$ cat src/rtl/pipe_skid_stage_pkg.sv
// Shared definitions for the elastic pipeline stage registers.
package pipe_skid_stage_pkg;

  // Native datapath word width.
  localparam int BIN_DIG = 32;

  // The encoding doubles as the occupancy count (held entries).
  typedef enum logic [1:0] {
    EMPTY = 2'd0,
    ONE   = 2'd1,
    TWO   = 2'd2
  } pipe_state_e;

endpackage : pipe_skid_stage_pkg

$ cat src/rtl/pipe_skid_stage_sat_counter.sv
// Saturating up-counter, shared by the performance-monitor counters.
module sat_counter #(
  parameter int W = 16
) (
  input  logic         CLK,
  input  logic         RST,
  input  logic         inc,
  output logic [W-1:0] count
);

  // Count enabled cycles; stick at all-ones instead of wrapping.
  always_ff @(posedge CLK) begin
    if (RST) begin
      count <= '0;
    end else if (inc && (count != {W{1'b1}})) begin
      count <= count + 1'b1;
    end
  end

endmodule : sat_counter

$ cat src/rtl/pipe_skid_stage.sv
// Elastic pipeline stage: valid/ready handshake, two-entry skid buffer,
// synchronous squash, and a saturating stall-cycle counter.
//
// state | meaning
// ------+---------------------------------------------
// EMPTY | nothing held, out_valid=0, in_ready=1
// ONE   | head register holds the oldest entry
// TWO   | head and skid both full, in_ready=0
module pipe_skid_stage
  import pipe_skid_stage_pkg::*;
#(
  parameter int WIDTH = BIN_DIG,
  parameter int CNT_W = 16
) (
  input  logic             CLK,
  input  logic             RST,
  input  logic             in_valid,
  output logic             in_ready,
  input  logic [WIDTH-1:0] in_data,
  input  logic             flush,
  output logic             out_valid,
  input  logic             out_ready,
  output logic [WIDTH-1:0] out_data,
  output logic [1:0]       occupancy,
  output logic [CNT_W-1:0] stall_cnt
);

  pipe_state_e      state_q;
  logic [WIDTH-1:0] head_q;
  logic [WIDTH-1:0] skid_q;
  logic             accept;
  logic             pop;

  // Handshake-facing outputs depend on registered state only, so neither
  // in_valid nor out_ready can reach in_ready/out_valid combinationally.
  assign out_valid = (state_q != EMPTY);
  assign in_ready  = (state_q != TWO);
  assign out_data  = head_q;
  assign occupancy = state_q;

  assign accept = in_valid && in_ready;
  assign pop    = out_valid && out_ready;

  // Occupancy FSM and payload registers; flush wins over every handshake
  // but leaves the payload registers untouched.
  always_ff @(posedge CLK) begin
    if (RST) begin
      state_q <= EMPTY;
      head_q  <= '0;
      skid_q  <= '0;
    end else if (flush) begin
      state_q <= EMPTY;
    end else begin
      unique case (state_q)
        EMPTY: begin
          if (accept) begin
            state_q <= ONE;
            head_q  <= in_data;
          end
        end
        ONE: begin
          if (accept && !pop) begin
            state_q <= TWO;
            skid_q  <= in_data;
          end else if (pop && !accept) begin
            state_q <= EMPTY;
          end else if (accept && pop) begin
            head_q  <= in_data;
          end
        end
        TWO: begin
          if (pop) begin
            state_q <= ONE;
            head_q  <= skid_q;
          end
        end
        default: begin
          state_q <= EMPTY;
        end
      endcase
    end
  end

  sat_counter #(
    .W (CNT_W)
  ) u_stall_cnt (
    .CLK   (CLK),
    .RST   (RST),
    .inc   (out_valid && !out_ready),
    .count (stall_cnt)
  );

endmodule : pipe_skid_stage

$ cat config.mk
export PLATFORM = sky130hd
export DESIGN_NAME = pipe_skid_stage
export DESIGN_NICKNAME = d
export VERILOG_FILES = /design/src/rtl/pipe_skid_stage_pkg.sv /design/src/rtl/pipe_skid_stage_sat_counter.sv /design/src/rtl/pipe_skid_stage.sv
export SDC_FILE = /design/constraint.sdc
export NUM_CORES = 1
export LEC_CHECK = 0
export BUFFER_PORTS_ARGS = -buffer_cell sky130_fd_sc_hd__buf_2
export CORE_AREA = 2 2 89 112
export CTS_BUF_LIST = sky130_fd_sc_hd__clkbuf_8 sky130_fd_sc_hd__clkbuf_16
export CTS_CLUSTER_SIZE = 10
export DETAILED_ROUTE_END_ITERATION = 6
export DIE_AREA = 0 0 91 114
export GPL_ROUTABILITY_DRIVEN = 0
export PLACE_DENSITY = 0.7
export SLEW_MARGIN = 20
export SYNTH_ARGS = -nofsm -noshare
export SYNTH_HDL_FRONTEND = slang
export SYNTH_SLANG_ARGS = --single-unit
$ cat constraint.sdc
create_clock -name CLK -period 3.2 [get_ports CLK]
set_input_delay 0 -clock CLK [delete_from_list [all_inputs] [get_ports CLK]]
set_output_delay 0 -clock CLK [all_outputs]
set_load 0.02 [all_outputs]
==> results.json, run 1 <==
{
  "relSlewSlack": 0.3477,
  "synthTopCellsByArea": "dfxtp_1 (44%), a21oi_1 (10%), mux2i_1 (9.1%)",
  "drc": 0,
  "post-route-period-util": 0.7645,
  "synth_common_cells": "dfxtp_1 (82), a21oi_1 (78), nand2_1 (70)",
  "die_w_um": 91,
  "synth_nets": 481,
  "fmax_mhz": 408.8,
  "coreArea_um2": 9409,
  "clk_latency_ns": 0.33,
  "drv_cap": 0,
  "synth-seq-cells": 82,
  "cts.repair.resized": 0,
  "hold_viol": 0,
  "ys_types": 38,
  "worstHoldStart": "out_ready",
  "synth-edff-count": 0,
  "powerDensity_nw_per_um2": 491.7,
  "startpoint_type": "flip-flop",
  "dieArea_um2": 10370,
  "cts_sinks": 82,
  "pre_cts_slack_ns": 0.7853,
  "cts_setup_buffers": 0,
  "clock_skew_ns": 0.004442,
  "grt_usage": 0.1835,
  "cts.path.max_buffers": 2,
  "syn_to_final_growth_pct": 29.01,
  "wl_um": 9496,
  "grt.overflow.total": 0,
  "ant_nets": 0,
  "io_pins": 89,
  "layout_setup_ws_ns": 0.7535,
  "cts_tree": "done",
  "vdd_drop_max_mv": 0.2864,
  "grt_pass1_vias": 3350,
  "crit_required_ns": 3.46,
  "via_per_inst": 5.249,
  "startpoint": "occupancy[0]",
  "final_layout_size_suffix_gt1_frac": 0.2147,
  "wire_per_inst_um": 14.15,
  "cts-hold-fix-buffers": 32,
  "root_buffer": "clkbuf_16",
  "tns_ns": 0,
  "setup_viol_count_final": 0,
  "tightest_slew_ns": 0.9784,
  "totalPowerFinal_mw": 2.364,
  "yosysMostFrequentCell": "dfxtp_1",
  "period_needed_ns": 2.446,
  "synth_cells": 440,
  "dp.cells": 625,
  "instances_no_fill": 671,
  "ys_seq_area_frac": 0.4406,
  "avgSynthCellArea_um2": 8.468,
  "final_core_util": 0.5109,
  "p_leak_nw": 2.105,
  "firstDrtPassIters": 4,
  "placed_area_um2": 4179,
  "portBuffers": 88,
  "hold_path_class": "in2reg",
  "syn_area_um2": 3726,
  "cts.reportedPaths.clkPinSlew_ns": 0.06,
  "grt_first_pass_wirelength_um": 15570,
  "drt_first_iter_violations": 103,
  "finalMaxSlewViolations": 0,
  "dpl.hpwl_um": 5905,
  "num_rows": 40,
  "die_h_um": 114,
  "synth_warnings": 0,
  "initial_core_util": 0.3960,
  "n_antenna_cell": 0,
  "synth_top_area_frac": 0.4406,
  "rsz0062_at_grt": "no",
  "worstSetupEndpointType": "flip-flop",
  "nets": 583,
  "fin_area_um2": 4807,
  "hold_ws_ns": 0.1034,
  "arrival_ns": 2.70,
  "htree_num_levels": 3,
  "via_count": 3522,
  "cts_inserted_buffers": 9,
  "synth-async-reset-ratio": 0,
  "r2r_start": "occupancy[0]",
  "criticalPathCategory": "reg2reg",
  "antenna_found_initial": 0,
  "status": "complete, no violations",
  "grt_max_degree": 69,
  "synth_top_area_cell": "dfxtp_1",
  "crit_path_max_fanout": 64,
  "synthFlopType": "dfxtp_1"
}
cell usage in the layout (no fill, tap or decap), drive strengths merged, types with 2 or more instances in the layout:
cell type / netlist / final
or2: 2 / 2
and3: 2 / 2
nand3: 7 / 7
nor2b: 2 / 2
or3: 41 / 41
buf: 13 / 94
inv: 4 / 5
and4: 2 / 2
nand2b: 2 / 2
nor2: 6 / 6
clkbuf: 22 / 10
bufinv: 0 / 2
o21ai: 41 / 41
ha: 4 / 4
dlygate4sd3: 0 / 32
dfxtp: 82 / 82
mux2i: 34 / 34
nand4: 6 / 6
nand2: 70 / 70
or4: 3 / 3
a21oi: 78 / 78
o31ai: 4 / 4
nand3b: 2 / 2
nor3: 4 / 4
routing by layer:
layer / GRT usage / up-vias / routed length [um]
met4: 0.08586 / 0 / 145
met5: 0 / - / 0
li1: - / 1754 / -
met3: 0.02906 / 10 / 376
met1: 0.2184 / 1679 / 4032
met2: 0.3235 / 79 / 4941
kinds of logic (layout without fill, tap and decap cells):
kind of cell,after synthesis,in the layout,synth area share
and+or+nand+nor,152,152,0.2099
adders and majority gates,4,4,0.01343
DFF,82,82,0.4406
muxes,35,35,0.09436
buffers and inverters,39,144,0.05876
xor gates and xnor gates,1,1,0.002351
AOI/OAI and AO/OA,127,127,0.1807
final timing paths:
kind | cells past startpoint | end | slack, ns
min | 4 | occupancy[1] | 0.10
max | 9 | out_data[0] | 0.75
min reg2reg | 2 | skid_q[29] | 0.45
max reg2reg | 9 | out_data[0] | 0.75
worst max-delay path, stage by stage (launching register included):
cell and delay (ns):
dfxtp_1 0.38, nand2b_2 0.22, nand2_1 0.10, inv_1 0.07
ha_1 0.26, nor4b_2 0.37, a2bb2oi_4 0.09, buf_4 0.29
or3_1 0.41, a21oi_1 0.15
where the power goes:
part           internal, mW  leakage, nW  switching [mW]
sequential             1.05        0.665          0.0141
combinational        0.0968         1.29           0.130
clock                 0.691        0.156           0.384
total                  1.84         2.11           0.529
state kept, by name, summed over array words and instances (netlist names):
signal and count:
occupancy 2, out_data 32, skid_q 32, u_stall_cnt.count 16
cell type report:
type                            count  area [um^2]
Clock buffer                       10        239.0
Clock inverter                      4        68.82
Fill cell                         918         4602
Inverter                            4        15.01
Multi-Input combinational cell    319         1879
Sequential cell                    82         1642
Tap cell                          126        157.7
Timing Repair Buffer              126        805.8
(Power assumes the default switching activity.)
==> run 2: changes to the inputs <==
Settings changed: PLACE_DENSITY 0.7 to 0.72.
Clock period 3.2 ns to 2 ns, I/O delays scaled along.
==> results.json, run 2 (synthesis results as in run 1) <==
{
  "cts_sinks": 82,
  "hold_end": "occupancy[0]",
  "via_per_inst": 5.275,
  "r2r_start": "occupancy[1]",
  "relSlewSlack": 0.5710,
  "grt_pass1_vias": 3496,
  "r2r_cells": 10,
  "coreArea_um2": 9409,
  "root_buffer": "clkbuf_16",
  "pre_cts_slack_ns": -0.05442,
  "dpl.hpwl_um": 6234,
  "holdPathStages": 2,
  "grt.overflow.total": 0,
  "htree_num_levels": 3,
  "ant_nets": 0,
  "worstHoldStart": "flush",
  "drt_first_iter_violations": 124,
  "worstSetupEndpointType": "flip-flop",
  "wire_per_inst_um": 14.98,
  "final_common_cell": "buf_2",
  "clock_skew_ns": 0.006333,
  "grt_usage": 0.1904,
  "crit_required_ns": 2.27,
  "cts.path.max_buffers": 2,
  "fin_area_um2": 5273,
  "rsz0062_at_grt": "yes",
  "hold_path_class": "in2reg",
  "placed_area_um2": 4393,
  "initial_core_util": 0.3960,
  "syn_to_final_growth_pct": 41.50,
  "via_count": 3687,
  "setup_viol_count_final": 31,
  "crit_path_max_fanout": 5,
  "period_needed_ns": 2.075,
  "layout_common_cells": "buf_2 (88), dfxtp_1 (80), a21oi_1 (72)",
  "drv_cap": 0,
  "io_pins": 89,
  "criticalPathCategory": "reg2reg",
  "powerDensity_nw_per_um2": 725.5,
  "dieArea_um2": 10370,
  "num_rows": 40,
  "status": "complete, but fails checks",
  "finalMaxSlewViolations": 0,
  "tightest_slew_ns": 0.6256,
  "grt_max_degree": 52,
  "vdd_drop_max_mv": 0.4246,
  "cts_inserted_buffers": 9,
  "n_antenna_cell": 0,
  "startpoint_type": "flip-flop",
  "die_h_um": 114,
  "cts.reportedPaths.clkPinSlew_ns": 0.06,
  "fmax_mhz": 482.0,
  "arrival_ns": 2.35,
  "wl_um": 10470,
  "clk_latency_ns": 0.34,
  "grt_first_pass_wirelength_um": 16060,
  "reg2reg_setup_slack_ns": -0.07,
  "drc": 0,
  "final_layout_size_suffix_gt1_frac": 0.2897,
  "antenna_found_initial": 0,
  "portBuffers": 88,
  "cts_tree": "done",
  "firstDrtPassIters": 4,
  "hold_viol": 0,
  "failed_checks": "setup timing",
  "post-route-period-util": 1.037,
  "die_w_um": 91,
  "layout_setup_ws_ns": -0.07457,
  "p_leak_nw": 2.306,
  "r2r_end": "out_data[20]",
  "nets": 609
}
run 2: cell count changes in the layout (fill, tap and decap cells not counted), sizes merged:
| cell | change |
|---|---|
| buf | +21 |
| clkbuf | +4 |
| clkinv | +3 |
| a2bb2oi | +1 |
| bufinv | -1 |
run 2: worst max-delay path by stage:
stage,startpoint,to,cells past startpoint
floorplan,occupancy[0],out_data[12],10
global placement,occupancy[0],out_data[20],9
detailed placement,occupancy[0],out_data[21],9
CTS,occupancy[0],out_data[23],10
global route,occupancy[1],out_data[10],10
finish,occupancy[1],out_data[20],10
run 2: power by group:
part | switching (mW) | total [mW] | internal (mW)
Clock | 0.653 | 1.64 | 0.991
Combinational | 0.252 | 0.487 | 0.235
Sequential | 0.0203 | 1.69 | 1.67
run 2: routing by layer:
metal	part of all wire	wire [um]	global-route usage	vias up
met4	0.031	327	0.1030	0
li1	-	-	-	1825
met3	0.046	485	0.03236	25
met2	0.50	5194	0.3338	106
met1	0.43	4460	0.2212	1731
met5	0	0	0	-
run 2: layout make-up:
cell class / count / area, um^2
Fill cell: 866 / 4136
Clock buffer: 10 / 239.0
Multi-Input combinational cell: 320 / 2017
Clock inverter: 6 / 57.56
Tap cell: 126 / 157.7
Sequential cell: 82 / 1649
Timing Repair Buffer: 151 / 1132
Inverter: 4 / 20.02
run 2: through the flow:
step | utilization | hold slack (ns) | power, mW | cells | TNS, ns
after global routing | 0.5604 | 0.09116 | 3.968 | 699 | -3.549
after global placement | 0.4669 | 0.2516 | 2.076 | 639 | 0
after detailed placement | 0.4669 | 0.2621 | 2.086 | 639 | -0.06445
after floorplan | - | 0.1360 | 1.947 | 440 | -1.677
final | 0.5604 | 0.06476 | 3.825 | 699 | -1.266
after CTS | 0.5379 | 0.04171 | 3.791 | 691 | -0.07002
run 2: what timing repair did:
item                                    4_1_cts  5_1_grt
hold buffers                                 32        0
endpoints found under the setup margin        7       32
gates resized for setup                       6       21
pin swaps                                     4       20
endpoints found under the hold margin        32        0
buffers inserted                              3        2
cloned                                        1        6
run 2: worst max-delay path, cell delays in order, from the launching register on:
cell       delay, ns
dfxtp_4         0.34
or2_4           0.25
nand2_4         0.08
inv_4           0.04
ha_4            0.15
nor4b_4         0.23
buf_4           0.18
a2bb2oi_4       0.11
buf_6           0.15
or3_1           0.35
a21oi_1         0.13
